$ cat config.mk
export PLATFORM = sky130hd
export DESIGN_NAME = sel8_rr_arbiter_flat
export DESIGN_NICKNAME = d
export VERILOG_FILES = /design/src/rtl/sel8_rr_arbiter_pkg.sv /design/src/rtl/sel8_rr_arbiter_if.sv /design/src/rtl/sel8_rr_pick.sv /design/src/rtl/sel8_rr_arbiter.sv /design/src/flat_wrapper.sv
export SDC_FILE = /design/constraint.sdc
export NUM_CORES = 1
export LEC_CHECK = 0
export ABC_AREA = 0
export BUFFER_PORTS_ARGS = -buffer_cell sky130_fd_sc_hd__buf_4
export CORE_ASPECT_RATIO = 1.1
export CORE_MARGIN = 1.5
export CORE_UTILIZATION = 62
export DETAILED_ROUTE_END_ITERATION = 10
export PLACE_DENSITY = 0.92
export SLEW_MARGIN = 20
export SYNTH_ARGS = -nofsm -noshare
export SYNTH_HDL_FRONTEND = slang
export SYNTH_SLANG_ARGS = --single-unit
$ cat constraint.sdc
create_clock -name clk -period 8.8 [get_ports clk]
set_input_delay 1.76 -clock clk [delete_from_list [all_inputs] [get_ports clk]]
set_output_delay 1.76 -clock clk [all_outputs]
set_load 0.005 [all_outputs]
$ cat src/rtl/sel8_rr_arbiter_pkg.sv
// Shared types and constants for the sel8 round-robin arbiter.
package sel8_rr_arbiter_pkg;

    localparam int unsigned N_REQ  = 8;
    localparam int unsigned SEL_W  = 3;
    localparam int unsigned HOLD_W = 8;

    typedef enum logic [1:0] {
        ST_IDLE  = 2'd0,
        ST_GRANT = 2'd1,
        ST_GAP   = 2'd2
    } state_e;

    // Registered arbiter outputs, kept together so they update as one word
    typedef struct packed {
        logic [N_REQ-1:0] gnt;
        logic [SEL_W-1:0] sel;
        logic             busy;
        logic             tmo;
    } arb_out_t;

    function automatic logic [N_REQ-1:0] onehot(input logic [SEL_W-1:0] idx);
        return N_REQ'(1) << idx;
    endfunction

endpackage

$ cat src/rtl/sel8_rr_arbiter_if.sv
// Request/grant bundle between the requesters (master) and the arbiter (slave).
interface sel8_rr_arbiter_if;
    import sel8_rr_arbiter_pkg::*;

    logic             en;
    logic [N_REQ-1:0] req;
    logic [N_REQ-1:0] gnt;
    logic [SEL_W-1:0] sel;
    logic             busy;
    logic             tmo;

    modport master (output en, req, input gnt, sel, busy, tmo);
    modport slave  (input en, req, output gnt, sel, busy, tmo);

endinterface

$ cat src/rtl/sel8_rr_pick.sv
// Rotating-priority encoder: first set request scanning last+1, last+2, ... (mod 8).
module sel8_rr_pick
    import sel8_rr_arbiter_pkg::*;
(
    input  logic [N_REQ-1:0] req_i,
    input  logic [SEL_W-1:0] last_i,
    output logic             valid_c,
    output logic [SEL_W-1:0] idx_c
);

    logic [SEL_W-1:0] cand;

    // Walk from the farthest offset down so the nearest requester overwrites last
    always_comb begin
        valid_c = 1'b0;
        idx_c   = '0;
        cand    = '0;
        for (int i = N_REQ; i >= 1; i--) begin
            cand = last_i + SEL_W'(i);
            if (req_i[cand]) begin
                valid_c = 1'b1;
                idx_c   = cand;
            end
        end
    end

endmodule

$ cat src/rtl/sel8_rr_arbiter.sv
// Round-robin arbiter for an 8:1 select datapath with a 1-cycle dead gap between owners.
// Optional grant time limit enabled by defining SEL8_TIMEOUT_EN.
module sel8_rr_arbiter
    import sel8_rr_arbiter_pkg::*;
#(
    parameter int unsigned MAX_HOLD = 16,
    parameter int unsigned LAST_RST = 7
) (
    input  logic              clk,
    input  logic              rst,
    sel8_rr_arbiter_if.slave  bus
);

    if (MAX_HOLD < 2 || MAX_HOLD > 255) begin : g_bad_max_hold
        $error("sel8_rr_arbiter: MAX_HOLD must be in 2..255");
    end
    if (LAST_RST >= N_REQ) begin : g_bad_last_rst
        $error("sel8_rr_arbiter: LAST_RST must be below N_REQ");
    end

    state_e           state_q, state_d;
    arb_out_t         out_q, out_d;
    logic [SEL_W-1:0] last_q, last_d;
    logic             pick_valid;
    logic [SEL_W-1:0] pick_idx;
    logic             rel;
`ifdef SEL8_TIMEOUT_EN
    logic [HOLD_W-1:0] hold_q, hold_d;
`endif

    sel8_rr_pick u_pick (
        .req_i   (bus.req),
        .last_i  (last_q),
        .valid_c (pick_valid),
        .idx_c   (pick_idx)
    );

    always_ff @(posedge clk) begin
        if (rst) begin
            state_q <= ST_IDLE;
            out_q   <= '0;
            last_q  <= SEL_W'(LAST_RST);
`ifdef SEL8_TIMEOUT_EN
            hold_q  <= '0;
`endif
        end else begin
            state_q <= state_d;
            out_q   <= out_d;
            last_q  <= last_d;
`ifdef SEL8_TIMEOUT_EN
            hold_q  <= hold_d;
`endif
        end
    end

    always_comb begin
        state_d   = state_q;
        out_d     = out_q;
        out_d.tmo = 1'b0;
        last_d    = last_q;
        rel       = 1'b0;
`ifdef SEL8_TIMEOUT_EN
        hold_d    = hold_q;
`endif
        case (state_q)
            // GAP arbitrates exactly like IDLE, so back-to-back transfers cost one dead cycle
            ST_IDLE, ST_GAP: begin
                if (bus.en && pick_valid) begin
                    state_d    = ST_GRANT;
                    out_d.gnt  = onehot(pick_idx);
                    out_d.sel  = pick_idx;
                    out_d.busy = 1'b1;
`ifdef SEL8_TIMEOUT_EN
                    hold_d     = HOLD_W'(1);
`endif
                end else begin
                    state_d    = ST_IDLE;
                    out_d.gnt  = '0;
                    out_d.busy = 1'b0;
                end
            end
            ST_GRANT: begin
                rel = !bus.req[out_q.sel];
`ifdef SEL8_TIMEOUT_EN
                hold_d = hold_q + HOLD_W'(1);
                if (!rel && hold_q == HOLD_W'(MAX_HOLD)) begin
                    rel       = 1'b1;
                    out_d.tmo = 1'b1;
                end
`endif
                if (rel) begin
                    state_d    = ST_GAP;
                    out_d.gnt  = '0;
                    out_d.busy = 1'b0;
                    last_d     = out_q.sel;
                end
            end
            default: begin
                state_d    = ST_IDLE;
                out_d.gnt  = '0;
                out_d.busy = 1'b0;
            end
        endcase
    end

    assign bus.gnt  = out_q.gnt;
    assign bus.sel  = out_q.sel;
    assign bus.busy = out_q.busy;
    assign bus.tmo  = out_q.tmo;

endmodule

$ cat src/flat_wrapper.sv
// flat-port wrapper written by rule: the top's interface ports become plain ports
module sel8_rr_arbiter_flat import sel8_rr_arbiter_pkg::*;
#(
    parameter int unsigned MAX_HOLD = 16,
    parameter int unsigned LAST_RST = 7
)
  (clk, rst, bus_en, bus_req, bus_gnt, bus_sel, bus_busy, bus_tmo);
  sel8_rr_arbiter_if bus_i ();
  input  logic clk;
  input  logic rst;
  input wire logic [$bits(bus_i.en)-1:0] bus_en;
  input wire logic [$bits(bus_i.req)-1:0] bus_req;
  output wire logic [$bits(bus_i.gnt)-1:0] bus_gnt;
  output wire logic [$bits(bus_i.sel)-1:0] bus_sel;
  output wire logic [$bits(bus_i.busy)-1:0] bus_busy;
  output wire logic [$bits(bus_i.tmo)-1:0] bus_tmo;
  assign bus_i.en = bus_en;
  assign bus_i.req = bus_req;
  assign bus_gnt = bus_i.gnt;
  assign bus_sel = bus_i.sel;
  assign bus_busy = bus_i.busy;
  assign bus_tmo = bus_i.tmo;
  sel8_rr_arbiter #(.MAX_HOLD(MAX_HOLD), .LAST_RST(LAST_RST)) u_core (.clk(clk), .rst(rst), .bus(bus_i));
endmodule
### Yosys cells after proc, flatten, opt, wreduce, memory -nomap -nowiden

Cells that the tools add are included.

* logic and storage cells: 74
* bits in registers: 17
* input port bits: 11
* output and inout bits: 13

* add/subtract/negate cells: 7
* equality and inequality tests: 3
* reductions and logical operators: 5
* shifts and indexed selects: 1
* bitwise operators: 1
* magnitude comparators: 9
* mux-type cells: 43

Operators with widths (count)
* less-than comparator 3 x 4 -> 1 bit (second input constant): 9
* binary-select mux 1 bit (select 3 bit): 9
* 2-to-1 mux 3 bit: 8
* 2-to-1 mux 1 bit: 20
* 2-to-1 mux 8 bit: 2
* case mux 8 bit (2 select lines): 1
* adder 3 bit (second input constant): 4
* << shifter 1 x 3 -> 8 bit (first input constant): 1
* adder 3 x 2 -> 3 bit (second input constant): 2
* case mux 2 bit (2 select lines): 1
* AND reduction 2 bit: 2
* adder 3 x 1 -> 3 bit (second input constant): 1
* == test 2 x 1 -> 1 bit (second input constant): 1
* == test 2 bit (second input constant): 1
* logical NOT 2 bit: 1
* 2-to-1 mux 2 bit: 1
* inequality test 2 bit (second input constant): 1
* case mux 1 bit (2 select lines): 1
* OR reduction 2 bit: 1
* logical AND 1 bit: 1
* NOT 1 bit: 1

### Longest topological paths before layout

Gate-level depths: netlist (run 1).

* depth after elaboration: 13
* mapped depth: 13

### By module

From an unflattened synthesis (run 1), not the netlist that was laid out.

* cell total of the unflattened synthesis: 149
* area, all modules: 1398.8 um^2

By module, submodules not included
* sel8_rr_arbiter: sequential area each 340.3 um^2, area each 724.4 um^2, cells each 72, times used 1
* sel8_rr_pick: sequential area each 0.0 um^2, area each 674.4 um^2, cells each 77, times used 1

### Worst setup path before layout (run 1)

Ideal clock, no wire load.

* kind: input-to-reg
* start point: in bus_req[2]
* end point: reg u_core.out_q, in the netlist u_core.bus.gnt[4]
* required time: 8.704 ns
* buffers on the path: 0
* stages: 7
* arrival time: 3.523 ns
* path slack: 5.181 ns
* cell sequence: mux4_2 a221oi_1 a211oi_2 nor2_2 o2111ai_1 and2_1 o41ai_2

* cells in the longest elaborated chain, start to end: 13

RTL lines
* start: declaration: RTL line flat_wrapper.sv:12 `input wire logic [$bits(bus_i.req)-1:0] bus_req;`
* binary-select mux 1 bit (select 3 bit): RTL line sel8_rr_pick.sv:20 `if (req_i[cand]) begin`
* 2-to-1 mux 1 bit (not written as such): RTL line sel8_rr_pick.sv:20
* 2-to-1 mux 3 bit / 2-to-1 mux 1 bit (equally long branches) (8 in series): RTL line sel8_rr_pick.sv:20
* << shifter 1 x 3 -> 8 bit / logical AND 1 bit (equally long branches): RTL line sel8_rr_arbiter_pkg.sv:23, sel8_rr_arbiter.sv:68
* 2-to-1 mux 8 bit: RTL line sel8_rr_arbiter.sv:68 `if (bus.en && pick_valid) begin`
* case mux 8 bit (2 select lines): RTL line sel8_rr_arbiter.sv:65 `case (state_q)`
* end signal: assignment: RTL line sel8_rr_arbiter.sv:48 `out_q <= out_d;`
* end: declaration: RTL line sel8_rr_arbiter.sv:22 `arb_out_t out_q, out_d;`

Parallel ways exist; a longest one is shown, timed or not. The select of a mux whose other input is x is not followed.
A chain may end at the register's enable or synchronous reset.

### Worst setup path in the final report (run 1)

* start point: reg u_core.last_q[1]
* end point: reg u_core.out_q, in the netlist u_core.bus.gnt[3]

* cells in the longest elaborated chain, start to end: 13

RTL lines
* start: declaration: RTL line sel8_rr_arbiter.sv:23 `logic [SEL_W-1:0] last_q, last_d;`
* start signal: assignment: RTL line sel8_rr_arbiter.sv:42 `last_q <= SEL_W'(LAST_RST);`
* start signal: assignment: RTL line sel8_rr_arbiter.sv:49 `last_q <= last_d;`
* adder 3 bit / binary-select mux 1 bit (select 3 bit) (equally long branches): RTL line sel8_rr_pick.sv:19, sel8_rr_pick.sv:20
* binary-select mux 1 bit (select 3 bit) / 2-to-1 mux 1 bit (equally long branches): RTL line sel8_rr_pick.sv:20
* 2-to-1 mux 1 bit (not written as such) / 2-to-1 mux 3 bit (equally long branches): RTL line sel8_rr_pick.sv:20
* 2-to-1 mux 3 bit / 2-to-1 mux 1 bit (equally long branches) (7 in series): RTL line sel8_rr_pick.sv:20
* << shifter 1 x 3 -> 8 bit / logical AND 1 bit (equally long branches): RTL line sel8_rr_arbiter_pkg.sv:23, sel8_rr_arbiter.sv:68
* 2-to-1 mux 8 bit (*): RTL line sel8_rr_arbiter.sv:68
* case mux 8 bit (2 select lines) (*): RTL line sel8_rr_arbiter.sv:65

Every way passes the cells marked *; elsewhere a longest branch is shown, timed or not. The select of a mux whose other input is x is not followed.

==> results.md, run 1 <==
- The run finished with clean final reports.
- The number of synthesized flops with an enable pin is 0.
- Entering global routing, the biggest net connects 22 pins.
- Leaving out fill and tap cells, the most frequent cell in the layout is sky130_fd_sc_hd__buf_4.
- The first-pass iteration count of the detailed router is 5.
- Setup violations remaining at the end of the flow were counted as 0.
- The final wirelength is 4358 um.
- In this run the power spent charging and discharging nets is 0.0001861 W.
- The later pin in the worst-skew pair is clocked with a latency of 0.29 ns.
- The count of fill cells added during filler insertion is 175.
- When the netlist entered floorplanning its net count stood at 197.
- The TritonCTS clock tree is yes.
- The max capacitance violation total is 0.
- 24 I/O pins were placed.
- The final weighted congestion of routability-driven global placement is 0.9829.
- The detailed router finished its first iteration with 155 violations.
- Dividing the detail-routed wire length by the instance count gives 18.95 um.
- Setup repair after global routing left no endpoint under its margin.
- The worst-case clock buffer depth is 2.
- The detailed-placement wirelength estimate is 3293 um.
- The number of cells produced by synthesis is 184.
- Dividing the detail-routed via count by the number of cells gives 7.170.
- The required time of the worst setup path is 8.99 ns.
- The worst setup path is captured at a flip-flop.
- The maximum operating frequency is 246.0 MHz.
- The initial antenna violation count is 0.
- After detailed routing, the number of remaining DRC violations is 0.
- Clock-pin slew was measured on the worst setup and hold paths at 0.08 ns.
- The total of warnings raised by yosys is 0.
- The number of CTS-inserted buffers is 3.
- The total number of clock tree sinks is 16.
- STA classifies the critical path startpoint as a flip-flop.
- The internal portion of the total power is 0.0002179 W.
- For this design the static power due to leakage is 0.7350 nW.
- The number of storage elements in the synthesis netlist is 16.
- The first global-routing pass estimated 7196 um of wire.
- The placement-stage cell area is 1846 sq um.
- The total of buffers placed on input and output ports is 22.
- Of all flip-flops after synthesis, the portion carrying an async set or reset was 0.
- After floorplanning, the core was divided into 19 placement rows.
- The register area share after synthesis is 0.1863.
- Compared with the post-synthesis result, the final layout area differs by 9.461%.
- The clock skew after layout is 0.007115 ns.
- The share of the cycle needed by the critical path after routing is 0.4619.
- The worst hold slack is 0.4625 ns.
- The floorplan step set the die height to 58.23 um.
- CTS built an H-tree with a depth of 1.
- The largest vdd supply drop is 0.1713 mV.
- The path class of the lowest-slack min-delay path is flip-flop to flip-flop.
- In the synthesized netlist the dominant register cell turns out to be sky130_fd_sc_hd__dfxtp_1.
- For this block, the via count after detailed routing is 1,649.
- The number of antenna cells inserted is 0.
- The sequential share of power is 0.258.
- The global routing usage summed across all routing layers is 0.3102.
- The layout cell share with drive strength beyond 1 is 0.2814.
- The average cell area after synthesis is 9.343 sq um.
- The number of nets with antenna violations after detailed routing is 0.
- The final design area excluding fillers is 1882 sq um.
- The actual slew at the worst max-slew pin is 0.8908 ns.
- The worst setup path is of the flip-flop to flip-flop kind.
- The die covers 3098 sq um.
- For this run, the share of the core covered by cells in the final layout is 0.7329.
- The total power per unit cell area is 214.7 nW/um^2.
- The max-slew violation count was 0.
- The region available for standard cell placement spans 2567 sq um.
- The summed negative setup slack over all endpoints is 0 ns.
- From left edge to right edge, the die measures 53.21 um.
- In the layout the commonest cells are sky130_fd_sc_hd__buf_4, sky130_fd_sc_hd__nand2_1, sky130_fd_sc_hd__dfxtp_1, sky130_fd_sc_hd__nor2_1, sky130_fd_sc_hd__mux2i_1.
- The count of endpoints failing hold in the final timing report was 0.
- The switching part of the total is 0.4607.
- The maximum fanout along the worst path is 21.
- Of the total power, the clock network draws 0.118.
- The count of hold-fix buffers inserted at cts is 0.
- The worst path in the final design needs a cycle of 4.065 ns, including I/O delays and setup.
- The signal arrival time at the worst endpoint is 4.26 ns.
- The count of unique library cells instantiated by Yosys is 57.
- The starting density of the core is 0.6696.
- The total of cells resized after clock tree synthesis is 0.
- After synthesis the cells add up to 1719 sq um.
- The via count of the first global-routing pass was 1,538.
- The total grt overflow is 0.
- The cell at the root of the clock tree is sky130_fd_sc_hd__clkbuf_4.
- The number of nets in the layout is 213.
- The relative slew slack is 0.4053.
- The combinational cell fraction of total power is 0.624.
- The number of setup buffers added after CTS is 0.
==> layout make-up <==
type | instances | area, sq um | share of cell area
Inverter | 9 | 33.78 | 0.01795
Clock buffer | 4 | 36.28 | 0.01928
Tap cell | 31 | 38.79 | 0.02061
Sequential cell | 16 | 320.3 | 0.1702
Multi-Input combinational cell | 148 | 1287 | 0.6842
Timing Repair Buffer | 22 | 165.2 | 0.08777
==> critical path, cell delays in order, from the launching register on <==
cell and delay [ns]:
sky130_fd_sc_hd__dfxtp_1 0.91, sky130_fd_sc_hd__inv_1 0.33, sky130_fd_sc_hd__ha_1 0.64, sky130_fd_sc_hd__mux4_2 0.37
sky130_fd_sc_hd__a221oi_1 0.16, sky130_fd_sc_hd__a211oi_2 0.34, sky130_fd_sc_hd__nor2_2 0.09, sky130_fd_sc_hd__a311oi_2 0.50
sky130_fd_sc_hd__nand2b_1 0.32, sky130_fd_sc_hd__o31ai_1 0.31
==> worst paths after layout <==
kind | slack (ns) | startpoint | cells past startpoint | endpoint
min reg2reg | 0.46 | u_core.bus.gnt[0] | 2 | u_core.bus.gnt[0]
max reg2reg | 4.74 | u_core.last_q[1] | 9 | u_core.bus.gnt[3]
max | 4.74 | u_core.last_q[1] | 9 | u_core.bus.gnt[3]
min | 0.46 | u_core.bus.gnt[0] | 2 | u_core.bus.gnt[0]
==> registers in the layout, indices dropped and copies added, names as in the netlist <==
signal	cells
u_core.state_q	2
u_core.last_q	3
u_core.bus.gnt	8
u_core.bus.sel	3
==> layer usage <==
layer / global-route usage / wire length (um) / vias up
met5: 0 / 0 / -
met4: 0.1429 / 170 / 0
met3: 0.05928 / 423 / 18
met2: 0.4885 / 2041 / 111
met1: 0.4073 / 1723 / 771
li1: - / - / 749
==> cell usage after synthesis (2+ instances only) <==
library cell / number / share of area
sky130_fd_sc_hd__a211oi_1: 3 / 0.013
sky130_fd_sc_hd__a21o_1: 2 / 0.0087
sky130_fd_sc_hd__a21oi_1: 8 / 0.023
sky130_fd_sc_hd__a221oi_1: 3 / 0.015
sky130_fd_sc_hd__a311o_1: 3 / 0.017
sky130_fd_sc_hd__a311oi_2: 2 / 0.017
sky130_fd_sc_hd__buf_1: 2 / 0.0044
sky130_fd_sc_hd__buf_2: 3 / 0.0087
sky130_fd_sc_hd__buf_4: 2 / 0.0087
sky130_fd_sc_hd__dfxtp_1: 16 / 0.19
sky130_fd_sc_hd__ha_1: 2 / 0.015
sky130_fd_sc_hd__inv_1: 9 / 0.020
sky130_fd_sc_hd__mux2_2: 8 / 0.052
sky130_fd_sc_hd__mux2_4: 2 / 0.017
sky130_fd_sc_hd__mux2i_1: 10 / 0.058
sky130_fd_sc_hd__mux4_1: 4 / 0.061
sky130_fd_sc_hd__mux4_2: 7 / 0.092
sky130_fd_sc_hd__nand2_1: 19 / 0.041
sky130_fd_sc_hd__nand2b_1: 9 / 0.033
sky130_fd_sc_hd__nor2_1: 12 / 0.026
sky130_fd_sc_hd__nor3_1: 7 / 0.020
sky130_fd_sc_hd__nor3_4: 2 / 0.019
sky130_fd_sc_hd__nor4_1: 3 / 0.011
sky130_fd_sc_hd__o211ai_1: 3 / 0.013
sky130_fd_sc_hd__o21ai_0: 3 / 0.0087
sky130_fd_sc_hd__o22ai_1: 2 / 0.0073
sky130_fd_sc_hd__o31ai_1: 7 / 0.031
sky130_fd_sc_hd__or3_1: 2 / 0.0073
==> power groups by stage <==
stage | registers, W | logic [W] | clock network (W)
finish | 0.000104 | 0.000252 | 0.0000477
global route | 0.000106 | 0.000272 | 0.0000512
CTS | 0.000104 | 0.000247 | 0.0000486
detailed placement | 0.000105 | 0.000246 | 0
global placement | 0.000104 | 0.000238 | 0
floorplan | 0.0000920 | 0.000204 | 0
==> through the flow <==
step / setup slack [ns] / total power [W] / cells
after floorplan: 5.181 / 0.0002960 / 184
after global placement: 4.798 / 0.0003421 / 226
after detailed placement: 4.723 / 0.0003516 / 226
after CTS: 4.786 / 0.0003997 / 230
after global routing: 4.437 / 0.0004293 / 230
final: 4.735 / 0.0004040 / 230
==> kinds of logic (layout without fill, tap and decap cells) <==
family | Yosys count | count (layout) | synth area share
AOI/OAI and AO/OA | 48 | 48 | 0.2198
buffers and inverters | 20 | 35 | 0.06476
other | 1 | 1 | 0.002181
adders and majority gates | 2 | 2 | 0.01455
DFF | 16 | 16 | 0.1863
and+or+nand+nor | 63 | 63 | 0.2038
xor gates and xnor gates | 2 | 2 | 0.01456
muxes | 32 | 32 | 0.2940
(Power assumes the default switching activity.)
==> run 2: changes to the inputs <==
- CORE_UTILIZATION: 62 -> 58
- PLACE_DENSITY: 0.92 -> 0.87
- clock period: 8.8 -> 3.8 ns (I/O delays scaled with it)
==> run 2 against run 1 <==
Flip-flop and latch count is the same. Non-clock buffer count grew 2. Final cell count increased by 1.3%. Critical path type unchanged. Largest cell class unchanged. Largest power group unchanged.
==> results.md, run 2 (synthesized netlist as in run 1, its figures left out) <==
- The run finished with clean final reports.
- The initial antenna violation count is 0.
- The layer flagged by global routing as most heavily used is met2.
- The layout cell share with drive strength beyond 1 is 0.2850.
- The core outline area is 2803 sq um.
- The synthesis-to-layout area growth is 9.680%.
- Buffers placed on the I/O ports in this run total 22.
- The initial utilization of the core area, before any placement, comes to 0.6134.
- The via count of the first global-routing pass came to 1,472.
- The maximum fanout along the worst path is 10.
- The first TritonRoute pass finished after 4 iterations.
- The global routing usage summed across all routing layers is 0.3009.
- After detailed routing, the average wire length per cell comes to 19.16 um.
- The worst-case clock buffer depth is 2.
- The maximum number of pins on one net before global-route repair is 21.
- The global routing met3 resource utilization is 0.06000.
- The count of fill cells added during filler insertion is 244.
- The maximum operating frequency is 303.9 MHz.
- Detailed placement ended at an HPWL of 3355 um.
- The cell at the root of the clock tree is sky130_fd_sc_hd__clkbuf_4.
- The via count of the routed design is 1,612.
- Pin placement for this block handled 24 I/O pins.
- The number of remaining DRC errors is 0.
- The final wirelength is 4465 um.
- The site row count is 20.
- The tree built by TritonCTS fans out to 16 sinks.
- Before CTS, the worst setup slack after placement is 0.5869 ns.
- In the layout the commonest cells are sky130_fd_sc_hd__buf_4, sky130_fd_sc_hd__nand2_1, sky130_fd_sc_hd__dfxtp_1, sky130_fd_sc_hd__nor2_1, sky130_fd_sc_hd__mux2i_1.
- The clock skew after layout is 0.0004087 ns.
- The relative slew slack is 0.4312.
- CTS built an H-tree with a depth of 1.
- After the first detailed-routing iteration, the DRC count stood at 92.
- At the end of routability-driven placement, the weighted congestion stood at 0.9524.
- The per-cell via count in the routed design is 6.918.
- The nature of the critical path endpoint is a flip-flop.
- The design draws 0.0009156 W.
- The element type at the critical path start is a flip-flop.
- For met2 alone, demand over resource in global routing was 0.4626.
- The standby leakage power is 0.7364 nW.
- The worst hold slack is 0.4698 ns.
- In this run the post-CTS setup repair buffer count came out at 0.
- Adding up every negative setup slack in the final design gives 0 ns.
- Measured along the y axis, the die boundary spans 60.10 um.
- The number of nets with antenna violations after detailed routing is 0.
- The number of antenna cells inserted is 0.
- The met1 layer usage reported by global route is 0.4315.
- After layout, the worst setup slack is 0.5099 ns.
- VDD sags by at most 0.3143 mV.
- The total grt overflow is 0.
- The clock transition at the registers of the reported paths is 0.08 ns.
- For this run, the post-layout net count is 215.
- The share of the cycle needed by the critical path after routing is 0.8658.
- The total power per unit cell area is 485.6 nW/um^2.
- The global-route wire length before repair is 7210 um.
- The leading cell type in the layout, fill and taps excluded is sky130_fd_sc_hd__buf_4.
- For the worst setup path, the data required time is 3.98 ns.
- The later-pin clock latency in the skew report is 0.28 ns.
- The final setup violation count is 0.
- The die footprint is 3300 sq um.
- The flip-flop count of the largest register, all copies and words added is 8.
- TritonCTS built the clock tree.
- The time the final worst path needs with I/O delays and setup is 3.290 ns.
- The core occupancy in the finished layout is 0.6728.
- The max capacitance violation total is 0.
- The count of endpoints failing hold in the final timing report is 0.
- The number of CTS-inserted buffers is 3.
- For this design, the CTS-stage hold fixing added 0 buffers.
- The chip width is 54.91 um.
- Setup repair after global routing left no endpoint under its margin.
- After clock tree synthesis, the repair step resized 0 gates.
- The worst setup path is of the flip-flop to flip-flop kind.
- Data on the critical path arrives at its endpoint at 3.47 ns.
- For the pin with the worst max-slew slack, the measured transition is 0.8467 ns.
- The max-slew violation count is 0.
- The tightest min-delay check is of the flip-flop to flip-flop type.
[run 2: cell count changes in the layout (fill, tap and decap cells not counted), sizes merged]
| cell | previous run | this run |
|---|---|---|
| buf | 22 | 24 |
| clkbuf | 4 | 3 |
[run 2: final cells by class]
cell class                      count  area [sq um]  area share
Multi-Input combinational cell    148          1287      0.6828
Tap cell                           33         41.29     0.02190
Timing Repair Buffer               24         180.2     0.09555
Clock buffer                        3         22.52     0.01194
Inverter                            9         33.78     0.01792
Sequential cell                    16         320.3      0.1699
[run 2: routing by layer]
| layer | vias up | routed length (um) |
|---|---|---|
| met5 | - | 0 |
| met4 | 0 | 58 |
| met3 | 7 | 322 |
| met2 | 92 | 2193 |
| met1 | 767 | 1892 |
| li1 | 746 | - |
[run 2: path summary, 6_finish.rpt]
check	from	to	slack [ns]	depth (start not counted)
setup / recovery	u_core.last_q[0]	u_core.bus.gnt[0]	0.51	9
hold / removal	u_core.bus.gnt[7]	u_core.bus.gnt[7]	0.47	2
setup reg to reg	u_core.last_q[0]	u_core.bus.gnt[0]	0.51	9
hold reg to reg	u_core.bus.gnt[7]	u_core.bus.gnt[7]	0.47	2
[run 2: stage by stage]
step                cell area, sq um  cells
floorplan                       1719    184
global placement                1863    230
detailed placement              1863    230
CTS                             1886    233
global route                    1886    233
finish                          1886    233
[run 2: power by group]
part           internal [W]  leakage (nW)  switching (W)
Clock             0.0000368        0.0138      0.0000481
Sequential         0.000191         0.130      0.0000329
Combinational      0.000258         0.592       0.000348
Total              0.000486         0.736       0.000429
[run 2: critical path, stage by stage, from the launching register on]
cell and delay (ns):
sky130_fd_sc_hd__dfxtp_1 0.36, sky130_fd_sc_hd__inv_1 0.14, sky130_fd_sc_hd__ha_1 0.58, sky130_fd_sc_hd__mux4_2 0.40, sky130_fd_sc_hd__a221oi_1 0.16, sky130_fd_sc_hd__a211oi_2 0.31, sky130_fd_sc_hd__nor2_2 0.10, sky130_fd_sc_hd__a311oi_2 0.48
sky130_fd_sc_hd__nand2b_1 0.32, sky130_fd_sc_hd__o41ai_1 0.32
==> run 3: changes to the inputs <==
- ABC_AREA: 0 -> 1
- CORE_UTILIZATION: 58 -> 56
- PLACE_DENSITY: 0.87 -> 0.86
==> run 3 against run 2 <==
Final area shrank 10%. Worst hold slack gained 0.0028 ns. Via count shrank 8.0%. Critical path depth grew 7. Count of clock-buffer cells in the layout is the same. Non-clock buffer count shrank 1. Sequential share of layout area grew 1.9 points. Core utilization shrank 0.53 points. Critical path type unchanged.
==> results.md, run 3 <==
- The mapped netlist covers 1521 sq um.
- In this run, distinct cell masters in the synthesized netlist total 30.
- Traced cell by cell, the critical path runs through inv_4 -> ha_1 -> inv_2 -> nand3_1 -> nand2_2 -> o21ai_0 -> inv_1 -> nand2_1 -> nand2_1 -> nand2_1 -> nand2_1 -> nand2_1 -> nand2_1 -> nor2_2 -> nand3_1 -> a21oi_1.
- For this run, the detailed router's first-pass iteration total came to 4.
- The maximum fanout along the worst path is 11.
- The TritonCTS clock tree is yes.
- The later-pin clock latency in the skew report is 0.28 ns.
- The number of synthesized flops with an enable pin is 0.
- The register with the most flip-flops in the layout has 8 of them.
- Port buffering added 22 buffers.
- The final non-filler cell total is 274.
- The final weighted congestion of routability-driven global placement is 0.9320.
- In the final routed layout, each cell accounts on average for 12.23 um.
- The via count of the first global-routing pass is 1,332.
- Counting instances, the worst hold path has a depth of 2.
- For this run, the top clock speed supported by timing is 378.4 MHz.
- The run finished with clean final reports.
- STA classifies the critical path startpoint as a flip-flop.
- The buffers plus inverters on the worst setup path is 3.
- Data on the critical path arrives at its endpoint at 2.86 ns.
- The total of cells resized after clock tree synthesis is 0.
- The critical path crosses 16 cells after its start point.
- The final wirelength is 3351 um.
- For this run, the leading register cell type out of synthesis is sky130_fd_sc_hd__dfxtp_1.
- The core outline area is 2544 sq um.
- The largest vdd supply drop is 0.3616 mV.
- 0 antenna diodes ended up in the layout.
- Of the total power, the share spent switching nets is 0.5010.
- Of the total power, registers draw 0.252.
- STA puts the critical path data required time at 4.01 ns.
- After global routing the overflow that remains totals 0.
- The via count of the routed design is 1,483.
- The commonest cells after synthesis are sky130_fd_sc_hd__nand2_1, sky130_fd_sc_hd__nand3_2, sky130_fd_sc_hd__nand3_1.
- After synthesis the netlist holds a flip-flop and latch count of 16.
- The global routing usage summed across all routing layers is 0.2408.
- The kind of cell adding the most delay to the critical path is simple AND/OR/NAND/NOR gates.
- The fraction of post-synthesis cell area in the top cell type by area is 0.2105.
- In this run the horizontal extent of the chip is 52.70 um.
- The clock transition at the registers of the reported paths is 0.08 ns.
- The total of warnings raised by yosys is 0.
- The share of the cycle needed by the critical path after routing is 0.6955.
- For this design the static power due to leakage is 0.8490 nW.
- The number of nets in the synthesized netlist is 236.
- The most common cell in the synthesized netlist is sky130_fd_sc_hd__nand2_1.
- The detailed-placement wirelength estimate is 2727 um.
- The detailed router finished its first iteration with 42 violations.
- The internal power summed over all cells is 0.0004159 W.
- Once detail routing completed, the nets flagged for antenna violations numbered 0.
- The final setup violation count is 0.
- On the critical path, the stage with the largest delay is an instance of sky130_fd_sc_hd__dfxtp_1.
- The time the final worst path needs with I/O delays and setup is 2.643 ns.
- The global-route wire length before repair is 5706 um.
- The startpoint of the worst setup timing path is u_core.last_q[0].
- After detailed routing, the number of remaining DRC violations is 0.
- The initial antenna violation count was 0.
- In this run the core area contains 19 standard-cell rows.
- The number of nets in the layout is 258.
- The number of cell instances on the worst register-to-register path is 16.
- The max capacitance violation total is 0.
- The core occupancy in the finished layout is 0.6675.
- The max-slew violation count came to 0.
- The summed negative setup slack over all endpoints is 0 ns.
- The critical path's most frequent cell is sky130_fd_sc_hd__nand2_1.
- The hold path startpoint is u_core.bus.gnt[3].
- In this run the mean area of a mapped cell was 6.823 sq um.
- The count of endpoints failing hold in the final timing report was 0.
- The register area share after synthesis is 0.2105.
- In this design, the stage delay of the slowest critical-path cell is 0.56 ns.
- The final design area excluding fillers is 1698 sq um.
- From bottom edge to top edge, the die measures 57.67 um.
- The total power draw is 0.0008335 W.
- Dividing the detail-routed via count by the number of cells gives 5.412.
- In this run the power density over the cells is 490.9 nW/um^2.
- Pin placement for this block handled 24 I/O pins.
- The number of CTS-inserted buffers is 3.
- Counting every sink on the clock net gives 16.
- Entering global routing, the biggest net connects 15 pins.
- Compared with the post-synthesis result, the final layout area differs by 11.60%.
- The die footprint is 3039 sq um.
- The fraction of registers with async set/reset is 0.
- Summing all placed instances gives a cell area of 1675 sq um.
- The launching point of the worst reg2reg path is u_core.last_q[0].
- For this configuration, the core starts out at a cell density of 0.5981.
- The kind of critical path is flip-flop to flip-flop.
- Buffers inserted to repair hold after CTS numbered 0.
- In the final layout, the share of cells above drive strength 1 is 0.3580.
- Setup repair after global routing left no endpoint under its margin.
- Leaving out fill and tap cells, the most frequent cells in the layout are sky130_fd_sc_hd__nand2_1, sky130_fd_sc_hd__buf_4, sky130_fd_sc_hd__nand3_2, sky130_fd_sc_hd__nand3_1.
- The share of power burned in the clock network is 0.100.
- Sorting the synthesized cells by area gives the leading types as sky130_fd_sc_hd__dfxtp_1, sky130_fd_sc_hd__nand2_1, sky130_fd_sc_hd__nand3_2, sky130_fd_sc_hd__nand3_1, sky130_fd_sc_hd__nand2_2.
- Across the routed clock network, the largest skew measured is 0.003939 ns.
- The path class of the lowest-slack min-delay path is flip-flop to flip-flop.
- In this run the clock root is driven by a sky130_fd_sc_hd__clkbuf_4.
- The worst setup path is captured at a flip-flop.
- In this run the post-CTS setup repair buffer count came out at 0.
- The share of total power dissipated in combinational logic is 0.647.
- The net load switching power is 0.0004176 W.
- The CTS H-tree depth is 1.
- In this run the deepest clock path goes through 2 buffers.
- The number of instances in the placed design is 271.
- The leading cell type in the layout, fill and taps excluded is sky130_fd_sc_hd__nand2_1.
- The cell accounting for the most synthesized area is sky130_fd_sc_hd__dfxtp_1.
- After technology mapping, the gate count stands at 223.
-- run 3: cell type report --
cell class | instances | area [sq um]
Sequential cell | 16 | 320.3
Clock buffer | 3 | 22.52
Multi-Input combinational cell | 173 | 1032
Timing Repair Buffer | 23 | 172.7
Inverter | 28 | 111.4
Tap cell | 31 | 38.79
Fill cell | 225 | 845.8
-- run 3: kinds of logic after synthesis --
| logic type | Yosys count | share of synthesized area |
|---|---|---|
| xor gates and xnor gates | 1 | 0.01809 |
| AOI/OAI and AO/OA | 34 | 0.1398 |
| DFF | 16 | 0.2105 |
| and+or+nand+nor | 135 | 0.5017 |
| adders and majority gates | 2 | 0.01644 |
| buffers and inverters | 34 | 0.1110 |
| other | 1 | 0.002465 |
-- run 3: layer usage --
layer	routed length (um)	GRT usage	share of wire	up-vias
li1	-	-	-	769
met5	0	0	0	-
met1	1501	0.3410	0.45	651
met2	1611	0.3875	0.48	56
met4	54	0.09158	0.016	0
met3	184	0.01031	0.055	7
-- run 3: worst paths after layout --
check / to / slack [ns]
worst max register to register: u_core.bus.gnt[2] / 1.16
worst max-delay path: u_core.bus.gnt[2] / 1.16
worst min-delay path: u_core.bus.gnt[3] / 0.47
worst min register to register: u_core.bus.gnt[3] / 0.47
-- run 3: power by group through the flow --
| stage | clock, W | combinational, W | sequential (W) |
|---|---|---|---|
| 6_report | 0.0000837 | 0.000539 | 0.000210 |
| 5_1_grt | 0.0000908 | 0.000608 | 0.000214 |
| 4_1_cts | 0.0000867 | 0.000535 | 0.000210 |
| 3_5_place_dp | 0 | 0.000533 | 0.000214 |
| 3_3_place_gp | 0 | 0.000527 | 0.000213 |
| 2_1_floorplan | 0 | 0.000439 | 0.000205 |
-- run 3: worst register-to-register path, cell delays in order (launching register included) --
cell                      delay [ns]
sky130_fd_sc_hd__dfxtp_1        0.56
sky130_fd_sc_hd__inv_4          0.17
sky130_fd_sc_hd__ha_1           0.48
sky130_fd_sc_hd__inv_2          0.13
sky130_fd_sc_hd__nand3_1        0.14
sky130_fd_sc_hd__nand2_2        0.07
sky130_fd_sc_hd__o21ai_0        0.15
sky130_fd_sc_hd__inv_1          0.05
sky130_fd_sc_hd__nand2_1        0.06
sky130_fd_sc_hd__nand2_1        0.05
sky130_fd_sc_hd__nand2_1        0.07
sky130_fd_sc_hd__nand2_1        0.06
sky130_fd_sc_hd__nand2_1        0.09
sky130_fd_sc_hd__nand2_1        0.10
sky130_fd_sc_hd__nor2_2         0.16
sky130_fd_sc_hd__nand3_1        0.10
sky130_fd_sc_hd__a21oi_1        0.13
-- run 3: metrics by stage --
step,setup slack [ns],hold WS (ns)
after global placement,1.269,0.4562
after CTS,1.167,0.4763
after global routing,0.8694,0.4940
after floorplan,1.541,0.4618
final,1.157,0.4727
after detailed placement,1.213,0.4613
